File: config.mk
export PLATFORM = sky130hd
export DESIGN_NAME = mbinit_param_negotiator
export DESIGN_NICKNAME = d
export VERILOG_FILES = /design/src/rtl/mbinit_param_negotiator.sv
export SDC_FILE = /design/constraint.sdc
export NUM_CORES = 1
export LEC_CHECK = 0
export CORE_UTILIZATION = 34
export CTS_CLUSTER_DIAMETER = 120
export DETAILED_ROUTE_END_ITERATION = 10
export PLACE_DENSITY_LB_ADDON = 0.3
export SLEW_MARGIN = 0
export SYNTH_ARGS = -nofsm -noshare
export SYNTH_HDL_FRONTEND = slang
export SYNTH_SLANG_ARGS = --single-unit
File: constraint.sdc
create_clock -name CLK -period 2.7 [get_ports CLK]
set_input_delay 0.54 -clock CLK [delete_from_list [all_inputs] [get_ports CLK]]
set_output_delay 0.54 -clock CLK [all_outputs]
set_load 0.01 [all_outputs]
File: src/rtl/mbinit_param_negotiator.sv
// MBINIT.PARAM exchange: sends local capabilities as PARAM_REQ and resolves them against the partner's PARAM_RSP.
// Optional feature macro: PARAM_NEG_RETRY_EN (re-send the request after a timeout, up to MAX_RETRY times).
module mbinit_param_negotiator #(
    parameter int unsigned TIMEOUT_CYC = 8000,
    parameter int unsigned CNT_W       = 14,
    parameter int unsigned MAX_RETRY   = 2
) (
    input  logic        CLK,
    input  logic        rst,
    input  logic        i_start,
    input  logic [2:0]  i_Max_DataRate,
    input  logic [1:0]  i_Clock_Mode,
    input  logic [1:0]  i_Phase_Clock,
    input  logic [4:0]  i_Voltage_swing,
    output logic        o_tx_valid,
    output logic [1:0]  o_tx_msgid,
    output logic [15:0] o_tx_data,
    input  logic        i_tx_ready,
    input  logic        i_rx_valid,
    input  logic [1:0]  i_rx_msgid,
    input  logic [15:0] i_rx_data,
    output logic [2:0]  o_Neg_DataRate,
    output logic [1:0]  o_Neg_Clock_Mode,
    output logic [1:0]  o_Neg_Phase_Clock,
    output logic        o_busy,
    output logic        o_done,
    output logic        o_error
);
    localparam int unsigned DATA_W = 16;
    localparam int unsigned CAP_W  = 12;
    localparam logic [1:0]  MSG_REQ = 2'b01;
    localparam logic [1:0]  MSG_RSP = 2'b10;

    typedef struct packed {
        logic [4:0] vswing;
        logic [1:0] phase;
        logic [1:0] clk_mode;
        logic [2:0] rate;
    } cap_t;

    typedef enum logic [2:0] {
        S_IDLE, S_SEND_REQ, S_WAIT_RSP, S_RESOLVE, S_DONE, S_ERROR
    } state_t;

    state_t            state_q, state_d;
    cap_t              snap_q, snap_d;
    cap_t              rsp_q, rsp_d;
    logic [CNT_W-1:0]  cnt_q, cnt_d;
    logic              tx_valid_q, tx_valid_d;
    logic [1:0]        tx_msgid_q, tx_msgid_d;
    logic [DATA_W-1:0] tx_data_q, tx_data_d;
    logic [2:0]        neg_rate_q, neg_rate_d;
    logic [1:0]        neg_clk_q, neg_clk_d;
    logic [1:0]        neg_phase_q, neg_phase_d;
    logic              busy_q, busy_d;
    logic              done_q, done_d;
    logic              error_q, error_d;

    logic       res_fail;
    logic [2:0] res_rate;
    logic [1:0] res_phase;

`ifdef PARAM_NEG_RETRY_EN
    localparam int unsigned RETRY_W = (MAX_RETRY < 1) ? 1 : $clog2(MAX_RETRY + 1);
    logic [RETRY_W-1:0] retry_q, retry_d;
`endif

    // Reserved response bits carry no meaning here.
    logic unused_ok;
    assign unused_ok = ^{i_rx_data[DATA_W-1:CAP_W], 32'(MAX_RETRY)};

    assign res_rate  = (snap_q.rate < rsp_q.rate) ? snap_q.rate : rsp_q.rate;
    assign res_phase = snap_q.phase & rsp_q.phase;
    assign res_fail  = (snap_q.rate == 3'd0) || (rsp_q.rate == 3'd0) ||
                       (snap_q.clk_mode != rsp_q.clk_mode) || (res_phase == 2'b00);

    always_ff @(posedge CLK) begin
        if (rst) begin
            state_q     <= S_IDLE;
            snap_q      <= '0;
            rsp_q       <= '0;
            cnt_q       <= '0;
            tx_valid_q  <= 1'b0;
            tx_msgid_q  <= '0;
            tx_data_q   <= '0;
            neg_rate_q  <= '0;
            neg_clk_q   <= '0;
            neg_phase_q <= '0;
            busy_q      <= 1'b0;
            done_q      <= 1'b0;
            error_q     <= 1'b0;
`ifdef PARAM_NEG_RETRY_EN
            retry_q     <= '0;
`endif
        end else begin
            state_q     <= state_d;
            snap_q      <= snap_d;
            rsp_q       <= rsp_d;
            cnt_q       <= cnt_d;
            tx_valid_q  <= tx_valid_d;
            tx_msgid_q  <= tx_msgid_d;
            tx_data_q   <= tx_data_d;
            neg_rate_q  <= neg_rate_d;
            neg_clk_q   <= neg_clk_d;
            neg_phase_q <= neg_phase_d;
            busy_q      <= busy_d;
            done_q      <= done_d;
            error_q     <= error_d;
`ifdef PARAM_NEG_RETRY_EN
            retry_q     <= retry_d;
`endif
        end
    end

    always_comb begin
        state_d     = state_q;
        snap_d      = snap_q;
        rsp_d       = rsp_q;
        cnt_d       = cnt_q;
        neg_rate_d  = neg_rate_q;
        neg_clk_d   = neg_clk_q;
        neg_phase_d = neg_phase_q;
        done_d      = done_q;
        error_d     = error_q;
`ifdef PARAM_NEG_RETRY_EN
        retry_d     = retry_q;
`endif
        case (state_q)
            S_IDLE, S_DONE, S_ERROR: begin
                if (i_start) begin
                    snap_d.rate     = i_Max_DataRate;
                    snap_d.clk_mode = i_Clock_Mode;
                    snap_d.phase    = i_Phase_Clock;
                    snap_d.vswing   = i_Voltage_swing;
                    neg_rate_d      = '0;
                    neg_clk_d       = '0;
                    neg_phase_d     = '0;
                    done_d          = 1'b0;
                    error_d         = 1'b0;
`ifdef PARAM_NEG_RETRY_EN
                    retry_d         = '0;
`endif
                    state_d         = S_SEND_REQ;
                end
            end
            S_SEND_REQ: begin
                if (i_tx_ready) begin
                    cnt_d   = '0;
                    state_d = S_WAIT_RSP;
                end
            end
            S_WAIT_RSP: begin
                cnt_d = cnt_q + 1'b1;
                // A valid response beats a timeout in the same cycle.
                if (i_rx_valid && (i_rx_msgid == MSG_RSP)) begin
                    rsp_d   = i_rx_data[CAP_W-1:0];
                    state_d = S_RESOLVE;
                end else if (cnt_q == CNT_W'(TIMEOUT_CYC - 1)) begin
`ifdef PARAM_NEG_RETRY_EN
                    if (retry_q < RETRY_W'(MAX_RETRY)) begin
                        retry_d = retry_q + 1'b1;
                        state_d = S_SEND_REQ;
                    end else begin
                        error_d = 1'b1;
                        state_d = S_ERROR;
                    end
`else
                    error_d = 1'b1;
                    state_d = S_ERROR;
`endif
                end
            end
            S_RESOLVE: begin
                if (res_fail) begin
                    error_d = 1'b1;
                    state_d = S_ERROR;
                end else begin
                    neg_rate_d  = res_rate;
                    neg_clk_d   = snap_q.clk_mode;
                    neg_phase_d = res_phase;
                    done_d      = 1'b1;
                    state_d     = S_DONE;
                end
            end
            default: state_d = S_IDLE;
        endcase

        // Request payload is driven only while a request is pending.
        tx_valid_d = (state_d == S_SEND_REQ);
        tx_msgid_d = tx_valid_d ? MSG_REQ : 2'b00;
        tx_data_d  = tx_valid_d ? DATA_W'(snap_d) : '0;
        busy_d     = (state_d == S_SEND_REQ) || (state_d == S_WAIT_RSP) || (state_d == S_RESOLVE);
    end

    assign o_tx_valid        = tx_valid_q;
    assign o_tx_msgid        = tx_msgid_q;
    assign o_tx_data         = tx_data_q;
    assign o_Neg_DataRate    = neg_rate_q;
    assign o_Neg_Clock_Mode  = neg_clk_q;
    assign o_Neg_Phase_Clock = neg_phase_q;
    assign o_busy            = busy_q;
    assign o_done            = done_q;
    assign o_error           = error_q;
endmodule

==> reports/summary.json <==
{
  "critical-path-slowest-cell": "sky130_fd_sc_hd__or3b_1",
  "grt_setup_unrepaired": "no",
  "dieHeight_um": 88.0,
  "cts.path.max_buffers": 2,
  "setup_ws_ns": 0.439,
  "place_ws_ns": 0.448,
  "fmax_mhz": 442,
  "grt_start_max_net_pins": 45,
  "n_fill_cell": 689,
  "worst_slew_pin_slew_ns": 0.629,
  "synthesis.yosys.warnings": 0,
  "finClkSkew_ns": 0.00544,
  "r2r-start": "state_q[1]",
  "top_cell_type_by_total_area_after_synthesis": "sky130_fd_sc_hd__dfxtp_1",
  "globalRouteOverflowTotal": 0,
  "timing.final.hold_violations": 0,
  "max_slew_margin_pct": 58.1,
  "drcViolationCount": 0,
  "share_of_synthesized_registers_carrying_an_async_set_or_reset_pct": 0,
  "crit-reg2reg-capture": "cnt_q[10]",
  "critPathRequiredTime_ns": 2.97,
  "synth_edf_count": 0,
  "min_period_ns": 2.26,
  "finish.net_count": 368,
  "total_switching_power_w": 0.000464,
  "power.ir.vdd_worst_v": 0.000324,
  "cts_sinks": 59,
  "start_point_of_the_critical_path": "state_q[1]",
  "switching_share_pct": 24.0,
  "cts_htree_levels": 3,
  "p_clk_share_pct": 40.1,
  "post_route_ant_nets": 0,
  "worstHoldStart": "o_error",
  "depth_of_the_worst_register_to_register_path": 5,
  "wirelength_um": 5310,
  "drive_above_1_share_pct": 9.55,
  "yosys-top-cells-area": "sky130_fd_sc_hd__dfxtp_1 47%, sky130_fd_sc_hd__nor2_1 8.7%, sky130_fd_sc_hd__mux2i_1 7.6%",
  "die_area_sq_um": 7750,
  "place_area_sq_um": 3060,
  "detailedPlacementHpwl_um": 3680,
  "crit_path_cell_trace": "or3b_1 -> or3_1 -> nor3_1 -> mux2_2 -> nor2_1",
  "layout_commonest_cell": "sky130_fd_sc_hd__dfxtp_1",
  "floorplan.io_pins": 64,
  "seqPwrFrac_pct": 48.1,
  "run_status": "complete, no violations",
  "insertion_delay_ns": 0.33,
  "final.setup.tns_ns": 0,
  "arrival_worst_endpoint_ns": 2.53,
  "crit_fanout": 11,
  "synth_unique_cells": 47,
  "post-layout-total-power_w": 0.00193,
  "power.combinational.fraction_pct": 11.8,
  "worstHoldEndpoint": "o_error",
  "internal_power_w": 0.00147,
  "vias": 2015,
  "cts.repair_timing.setup_buffer_count": 0,
  "synth-main-ff-cell": "sky130_fd_sc_hd__dfxtp_1",
  "clkSlewWorstSetupHoldPaths_ns": 0.06,
  "synth_seq_cells": 59,
  "cts-buffers-inserted": 9,
  "final_cell_mix": "59 x sky130_fd_sc_hd__dfxtp_1, 58 x sky130_fd_sc_hd__nor2_1, 49 x sky130_fd_sc_hd__clkdlybuf4s50_1",
  "stdcell_area_sq_um": 3250,
  "slew_violations": 0,
  "finalWeightedCongestion": 0.743,
  "postSynthAreaPerCell_sq_um": 8.89,
  "areaGrowthSynthToFinish_pct": 29.2,
  "floorplan.die.width_um": 88.0,
  "hold_depth": 2,
  "static-leakage-power_nw": 1.21,
  "synth_top_cell_area_share_pct": 46.9,
  "critPathCaptureType": "register",
  "cp_slowest_stage_delay_ns": 0.53,
  "grt.total_usage_pct": 14.9,
  "drt-pass1-iter-count": 4,
  "synthCells": 283,
  "cp-start-kind": "register",
  "timing.reg2reg.setup_slack_ns": 0.44,
  "cts-root-buf": "sky130_fd_sc_hd__clkbuf_8",
  "setup_violations": 0,
  "cts_repair_resize_count": 0,
  "power-per-cell-area_nw_per_um2": 594,
  "number_of_antenna_violations_at_the_first_check_in_global_routing": 0,
  "synth_seq_area_share_pct": 46.9,
  "post-route-period-util_pct": 83.7,
  "detail_route.vias_per_cell": 4.68,
  "detail_route.iter0.violations": 133,
  "start_util_pct": 36.0,
  "num_rows": 30,
  "num_antenna_cells": 0,
  "worst_hold_path_type": "register to register",
  "io_buffer_count": 49,
  "grt_pass1_vias": 1814,
  "drv_cap": 0,
  "avgRoutedWirePerCell_um": 12.3,
  "critPathKind": "register to register",
  "hold_ws_ns": 0.450,
  "coreArea_sq_um": 6980,
  "syn-cell-area_sq_um": 2520,
  "cts_hold_buffers": 0,
  "cts_tree": "built",
  "first_pass_grt_wire_length_um": 8510
}
-- layout make-up --
| cell class | instances | area (sq um) | share of cell area (%) |
|---|---|---|---|
| Clock buffer | 11 | 141 | 4.35 |
| Clock inverter | 5 | 52.6 | 1.62 |
| Inverter | 5 | 18.8 | 0.577 |
| Multi-Input combinational cell | 202 | 1200 | 37.1 |
| Sequential cell | 59 | 1180 | 36.3 |
| Tap cell | 96 | 120 | 3.69 |
| Timing Repair Buffer | 53 | 533 | 16.4 |
-- critical path, delay by kind of cell, from the launching register on --
kind	cells	cell delay, ns
flops	1	0.51
simple gates	4	1.33
mux	1	0.35
-- sequential cells by signal (all words and copies together), names as in the netlist --
signal and flops:
o_tx_data 12, o_error 1, o_tx_valid 1, cnt_q 14
o_Neg_Clock_Mode 2, snap_q 12, o_done 1, o_Neg_Phase_Clock 2
o_Neg_DataRate 3, state_q 3, o_busy 1, rsp_q 7
-- through the flow --
stage | util (%) | cells
6_report | 46.6 | 431
5_1_grt | 46.6 | 431
4_1_cts | 46.6 | 431
3_5_place_dp | 43.8 | 415
3_3_place_gp | 43.8 | 415
2_1_floorplan | - | 287
-- layer usage --
metal / part of all wire (%) / routed length [um] / GRT usage, %
met5: 0 / 0 / 0
met4: 1.8 / 97 / 7.92
met3: 4.3 / 230 / 5.28
met2: 45 / 2370 / 21.5
met1: 49 / 2620 / 19.4
-- power groups by stage --
stage | registers (W) | logic [W] | clock network [W]
3_5_place_dp | 0.000947 | 0.000231 | 0
5_1_grt | 0.000932 | 0.000254 | 0.000842
3_3_place_gp | 0.000946 | 0.000229 | 0
2_1_floorplan | 0.000946 | 0.000138 | 0
4_1_cts | 0.000928 | 0.000232 | 0.000795
6_report | 0.000928 | 0.000229 | 0.000775
-- synth_stat cells, drive strengths merged, types with 3 or more instances --
library cell	number
and2	8
clkbuf	8
dfxtp	59
mux2i	19
buf	13
or3	4
ha	3
nand4	3
nor3	6
a21o	3
a211oi	5
nand3	7
inv	5
a21oi	17
mux2	8
nand2	21
o21ai	6
nor2	58
-- worst max path at each step --
stage                   endpoint  slack, ns  cells past startpoint
floorplan              cnt_q[10]       0.67                      8
global placement       cnt_q[10]       0.44                      5
detailed placement  o_tx_data[2]       0.45                      6
CTS                    cnt_q[10]       0.42                      5
global route           cnt_q[10]       0.26                      5
finish                 cnt_q[10]       0.44                      5
-- kinds of logic (layout without fill, tap and decap cells) --
| logic type | after synthesis | in the layout | share of synthesized area, % |
|---|---|---|---|
| adders and majority gates | 3 | 3 | 1.49 |
| xor gates and xnor gates | 3 | 3 | 1.04 |
| AOI/OAI and AO/OA | 39 | 39 | 10.0 |
| and+or+nand+nor | 125 | 125 | 23.5 |
| muxes | 27 | 27 | 11.1 |
| other | 1 | 5 | 0.149 |
| buffers and inverters | 26 | 74 | 5.77 |
| DFF | 59 | 59 | 46.9 |
(Power assumes the default switching activity.)
